$ cat config.mk
export PLATFORM = sky130hd
export DESIGN_NAME = stump_bus_interface
export DESIGN_NICKNAME = d
export VERILOG_FILES = /design/src/rtl/stump_bus_interface_pkg.sv /design/src/rtl/stump_bus_wait_counter.sv /design/src/rtl/stump_bus_interface.sv
export SDC_FILE = /design/constraint.sdc
export NUM_CORES = 1
export LEC_CHECK = 0
export ABC_AREA = 1
export ABC_CLOCK_PERIOD_IN_PS = 1350
export CAP_MARGIN = 20
export CORE_MARGIN = 2
export CORE_UTILIZATION = 37
export DETAILED_ROUTE_END_ITERATION = 8
export PLACE_DENSITY = 0.76
export SLEW_MARGIN = 20
export SYNTH_ARGS = -nofsm -noshare
export SYNTH_HDL_FRONTEND = slang
export SYNTH_SLANG_ARGS = --single-unit
$ cat constraint.sdc
create_clock -name clk -period 1.35 [get_ports clk]
set_clock_uncertainty 0.2 [all_clocks]
set_input_delay 0.3375 -clock clk [delete_from_list [all_inputs] [get_ports clk]]
set_output_delay 0.3375 -clock clk [all_outputs]
set_load 0.03 [all_outputs]
$ cat src/rtl/stump_bus_interface_pkg.sv
// Shared Stump memory-interface definitions: FSM states, access kinds and defaults.
package stump_bus_interface_pkg;

    typedef enum logic {
        BI_IDLE   = 1'b0,
        BI_ACCESS = 1'b1
    } bi_state_e;

    typedef enum logic [1:0] {
        KIND_FETCH = 2'd0,
        KIND_LOAD  = 2'd1,
        KIND_STORE = 2'd2
    } bi_kind_e;

    localparam int DEFAULT_TIMEOUT = 15;
    localparam int DEFAULT_CNT_W   = 4;

    // Fetch wins over store, store over load; ren+wen together is a store.
    function automatic bi_kind_e decode_kind(input logic fetch, input logic mem_wen);
        if (fetch)
            return KIND_FETCH;
        else if (mem_wen)
            return KIND_STORE;
        else
            return KIND_LOAD;
    endfunction

endpackage

$ cat src/rtl/stump_bus_wait_counter.sv
// Saturating wait-state counter; flags when the count reaches TIMEOUT (never when TIMEOUT is 0).
module stump_bus_wait_counter #(
    parameter int CNT_W   = 4,
    parameter int TIMEOUT = 15
) (
    input  logic clk,
    input  logic rst,
    input  logic clr,
    input  logic en,
    output logic timeout_hit
);

    localparam logic [CNT_W-1:0] CNT_MAX   = '1;
    localparam logic [CNT_W-1:0] TIMEOUT_V = CNT_W'(TIMEOUT);

    logic [CNT_W-1:0] count_reg;

    always_ff @(posedge clk) begin
        if (!rst)
            count_reg <= '0;
        else if (clr)
            count_reg <= '0;
        else if (en && (count_reg != CNT_MAX))
            count_reg <= count_reg + 1'b1;
    end

    generate
        if (TIMEOUT == 0) begin : g_no_timeout
            assign timeout_hit = 1'b0;
        end else begin : g_timeout
            assign timeout_hit = (count_reg == TIMEOUT_V);
        end
    endgenerate

endmodule

$ cat src/rtl/stump_bus_interface.sv
// Stump memory-side stage: turns fetch/load/store requests into a registered,
// ready-handshaked bus access, stalls the core meanwhile and captures ir/mdr.
module stump_bus_interface
    import stump_bus_interface_pkg::*;
#(
    parameter int ADDR_W  = 16,
    parameter int DATA_W  = 16,
    parameter int TIMEOUT = DEFAULT_TIMEOUT,
    parameter int CNT_W   = DEFAULT_CNT_W
) (
    input  logic              clk,
    input  logic              rst,
    input  logic              fetch,
    input  logic              memory,
    input  logic              mem_ren,
    input  logic              mem_wen,
    input  logic [ADDR_W-1:0] pc,
    input  logic [ADDR_W-1:0] ea,
    input  logic [DATA_W-1:0] st_data,
    input  logic [DATA_W-1:0] bus_rdata,
    input  logic              bus_ready,
    output logic [ADDR_W-1:0] bus_addr,
    output logic [DATA_W-1:0] bus_wdata,
    output logic              bus_re,
    output logic              bus_we,
    output logic [DATA_W-1:0] ir,
    output logic [DATA_W-1:0] mdr,
    output logic              stall,
    output logic              bus_err
);

    bi_state_e         state_reg, state_next;
    bi_kind_e          kind_reg, kind_next;
    logic [ADDR_W-1:0] bus_addr_reg, bus_addr_next;
    logic [DATA_W-1:0] bus_wdata_reg, bus_wdata_next;
    logic              bus_re_reg, bus_re_next;
    logic              bus_we_reg, bus_we_next;
    logic [DATA_W-1:0] ir_reg, ir_next;
    logic [DATA_W-1:0] mdr_reg, mdr_next;
    logic              bus_err_reg, bus_err_next;

    logic req_fetch, req_st, req_ld, req;
    logic timeout_hit;
    logic wait_en;

    assign req_fetch = fetch;
    assign req_st    = memory & mem_wen & ~fetch;
    assign req_ld    = memory & mem_ren & ~mem_wen & ~fetch;
    assign req       = req_fetch | req_st | req_ld;

    assign wait_en = (state_reg == BI_ACCESS) & ~bus_ready & ~timeout_hit;

    stump_bus_wait_counter #(
        .CNT_W   (CNT_W),
        .TIMEOUT (TIMEOUT)
    ) u_wait_counter (
        .clk         (clk),
        .rst         (rst),
        .clr         (state_reg == BI_IDLE),
        .en          (wait_en),
        .timeout_hit (timeout_hit)
    );

    always_ff @(posedge clk) begin
        if (!rst) begin
            state_reg     <= BI_IDLE;
            kind_reg      <= KIND_FETCH;
            bus_addr_reg  <= '0;
            bus_wdata_reg <= '0;
            bus_re_reg    <= 1'b0;
            bus_we_reg    <= 1'b0;
            ir_reg        <= '0;
            mdr_reg       <= '0;
            bus_err_reg   <= 1'b0;
        end else begin
            state_reg     <= state_next;
            kind_reg      <= kind_next;
            bus_addr_reg  <= bus_addr_next;
            bus_wdata_reg <= bus_wdata_next;
            bus_re_reg    <= bus_re_next;
            bus_we_reg    <= bus_we_next;
            ir_reg        <= ir_next;
            mdr_reg       <= mdr_next;
            bus_err_reg   <= bus_err_next;
        end
    end

    always_comb begin
        state_next     = state_reg;
        kind_next      = kind_reg;
        bus_addr_next  = bus_addr_reg;
        bus_wdata_next = bus_wdata_reg;
        bus_re_next    = bus_re_reg;
        bus_we_next    = bus_we_reg;
        ir_next        = ir_reg;
        mdr_next       = mdr_reg;
        bus_err_next   = bus_err_reg;

        case (state_reg)
            BI_IDLE: begin
                if (req) begin
                    bus_addr_next = req_fetch ? pc : ea;
                    if (req_st)
                        bus_wdata_next = st_data;
                    bus_re_next = req_fetch | req_ld;
                    bus_we_next = req_st;
                    kind_next   = decode_kind(fetch, mem_wen);
                    state_next  = BI_ACCESS;
                end else begin
                    bus_re_next = 1'b0;
                    bus_we_next = 1'b0;
                end
            end
            BI_ACCESS: begin
                if (bus_ready) begin
                    case (kind_reg)
                        KIND_FETCH: ir_next  = bus_rdata;
                        KIND_LOAD:  mdr_next = bus_rdata;
                        default:    ;
                    endcase
                    bus_re_next = 1'b0;
                    bus_we_next = 1'b0;
                    state_next  = BI_IDLE;
                end else if (timeout_hit) begin
                    // Abandon the access; the core resumes and the error stays latched.
                    bus_re_next  = 1'b0;
                    bus_we_next  = 1'b0;
                    bus_err_next = 1'b1;
                    state_next   = BI_IDLE;
                end
            end
        endcase
    end

    assign stall = ((state_reg == BI_IDLE) & req) |
                   ((state_reg == BI_ACCESS) & ~bus_ready & ~timeout_hit);

    assign bus_addr  = bus_addr_reg;
    assign bus_wdata = bus_wdata_reg;
    assign bus_re    = bus_re_reg;
    assign bus_we    = bus_we_reg;
    assign ir        = ir_reg;
    assign mdr       = mdr_reg;
    assign bus_err   = bus_err_reg;

endmodule

==> flow_summary.json <==
{
  "fill_cells": 546,
  "required_ns": 0.81,
  "rows": 32,
  "synth_top_area_frac": 0.495,
  "tightestPinTransition_ns": 0.327,
  "fin_ws_ns": -0.378,
  "cp.arrival_ns": 1.19,
  "wl_per_cell_microns": 14.9,
  "hold_violations": 0,
  "hold_path.class": "input port to flop",
  "hpwl_mm": 5.88,
  "syn_avg_cell_area_sq_um": 7.56,
  "gp_congestion": 0.814,
  "outcome": "complete, but fails checks",
  "pre_cts_ws_ns": -0.624,
  "grt_start_max_net_pins": 36,
  "synth_common_cells": "91 x nor2_1, 74 x dfxtp_1, 48 x nand2_1",
  "die_h_microns": 94.0,
  "synth_area_sq_um": 3000,
  "finalCritPeriodShare": 1.28,
  "fp.dieW_microns": 94.0,
  "synth_most_common_cell": "nor2_1",
  "vias_per_cell": 4.89,
  "crit_fanout": 2,
  "vias": 3408,
  "ir_drop_mv": 0.618,
  "use_met2": 0.375,
  "grt_pass1_vias": 3148,
  "violations": "setup timing",
  "setup_viol": 72,
  "place_area_sq_um": 4420,
  "syn_to_final_growth_pct": 96.2,
  "dieArea_sq_um": 8830,
  "grt_overflow": 0,
  "cts.path.max_buffers": 2,
  "path_class": "flop to output pin",
  "ys_types": 21,
  "cp-start-kind": "flop",
  "numPortBuffers": 138,
  "clk_pin_slew_ns": 0.08,
  "drive_gt1_frac": 0.534,
  "synth_flop_cell": "dfxtp_1",
  "h-tree-depth": 3,
  "grt_pass1_wl_mm": 14.2,
  "met1_usage": 0.216,
  "nets": 662,
  "rsz0062_at_grt": "true",
  "async_flop_share": 0,
  "cts_buffers": 9,
  "ys_top_cells_by_area": "dfxtp_1 49%, nor2_1 11%, a21oi_1 6.5%",
  "antenna_cells": 0,
  "grt_usage": 0.202,
  "design_area_sq_um": 5880,
  "register_area_sq_um": 1570,
  "wl_mm": 10.4,
  "root_buffer": "clkbuf_8",
  "synth-edff-count": 0,
  "ys_warn_count": 0,
  "antenna_found_initial": 0,
  "clk_latency_ns": 0.34,
  "cts.hold.buffers_added": 0,
  "io_pins": 139,
  "synth.ff_latch_count": 74,
  "slew_headroom": 0.782,
  "synth.yosys.seq_area_share": 0.495,
  "design.core.area_sq_um": 7770,
  "fin_crit_ns": 1.73,
  "route.detailed.drc": 0,
  "ant_nets": 0,
  "synth_top_cell_by_area": "dfxtp_1",
  "firstDrtPassIters": 5,
  "end_kind": "output pin",
  "slew_violations": 0,
  "max_freq_mhz": 579,
  "syn_inst": 396,
  "grt_busiest_layer": "met2",
  "power.density_nw_per_um2": 985,
  "cts_sinks": 74,
  "met3_usage": 0.0586,
  "syn-num-nets": 468,
  "p_leak_nw": 2.49,
  "cts_tree": "done",
  "start_util": 0.386,
  "maxCapViolations": 0,
  "multiInputGateArea_sq_um": 1650,
  "drtIter0Drc": 59
}
-- cell families (layout without fill, tap and decap cells) --
logic type,count (synthesis),after routing,share of synthesized area
fa+ha+maj,1,1,0.00418
compound gates,105,105,0.189
flops,74,74,0.495
simple gates,165,165,0.227
buf+inv,50,249,0.0823
xor+xnor,1,1,0.00292
-- per-layer routing --
layer | wire length (microns) | share of wire
met5 | 0 | 0
met4 | 230 | 0.022
met3 | 609 | 0.059
met2 | 5650 | 0.54
met1 | 3920 | 0.38
-- timing repair --
action | 4_1_cts | 5_1_grt
pin swaps | 9 | 24
resized for setup | 196 | 109
buffers inserted | 23 | 23
setup endpoints to repair | 140 | 126
cloned | 1 | 6
-- through the flow --
| stage | power, mW | hold slack [ns] | setup TNS [ns] | utilization | cells |
|---|---|---|---|---|---|
| after floorplan | 3.10 | 0.250 | -0.530 | - | 396 |
| after global placement | 3.60 | 0.232 | -36.41 | 0.569 | 631 |
| after detailed placement | 3.63 | 0.235 | -37.43 | 0.569 | 631 |
| after CTS | 5.56 | 0.148 | -0.929 | 0.680 | 669 |
| after global routing | 6.02 | 0.164 | -9.12 | 0.756 | 697 |
| final | 5.79 | 0.173 | -5.29 | 0.756 | 697 |
-- where the power goes --
| group | leakage [nW] | internal (mW) | total [mW] | switching, mW |
|---|---|---|---|---|
| clock | 0.0925 | 0.858 | 1.71 | 0.854 |
| combinational | 1.77 | 0.822 | 1.62 | 0.802 |
| sequential | 0.634 | 2.34 | 2.45 | 0.107 |
| total | 2.49 | 4.02 | 5.79 | 1.76 |
-- layout by cell type, fill, tap and decap left out, types with 15 or more instances in the layout --
master / instances
a21boi_0: 16
a21oi_1: 15
a21oi_2: 24
buf_4: 45
buf_6: 80
clkdlybuf4s50_1: 64
dfxtp_2: 69
inv_1: 19
nand2_1: 43
nand3_1: 18
nor2_1: 81
o21ai_2: 35
-- final timing paths --
kind / cells past startpoint / endpoint / from / slack [ns]
worst max-delay path: 5 / stall / u_wait_counter.count_reg[0]$_SDFFE_PN0P_ / -0.38
worst min-delay path: 3 / bus_wdata[10]$_SDFFE_PN0P_ / rst / 0.17
worst max register to register: 7 / ir[11]$_SDFFE_PN0P_ / state_reg$_SDFF_PN0_ / -0.17
worst min register to register: 2 / bus_wdata[4]$_SDFFE_PN0P_ / bus_wdata[4]$_SDFFE_PN0P_ / 0.25
-- critical path: stages (launching register included) --
cell and delay, ns:
dfxtp_2 0.36, ha_4 0.16, nand3_4 0.08, nand2_4 0.08, nand2_4 0.05, buf_6 0.13
-- layout make-up --
cell class | instances | area share
clock buffer | 10 | 0.0217
clock inverter | 6 | 0.0115
inverter | 25 | 0.0224
multi-input combinational | 272 | 0.280
sequential | 74 | 0.267
tap | 102 | 0.0217
timing repair buffer | 207 | 0.374
timing repair inverter | 1 | 0.00149
Power figures use the tool's default switching activity.
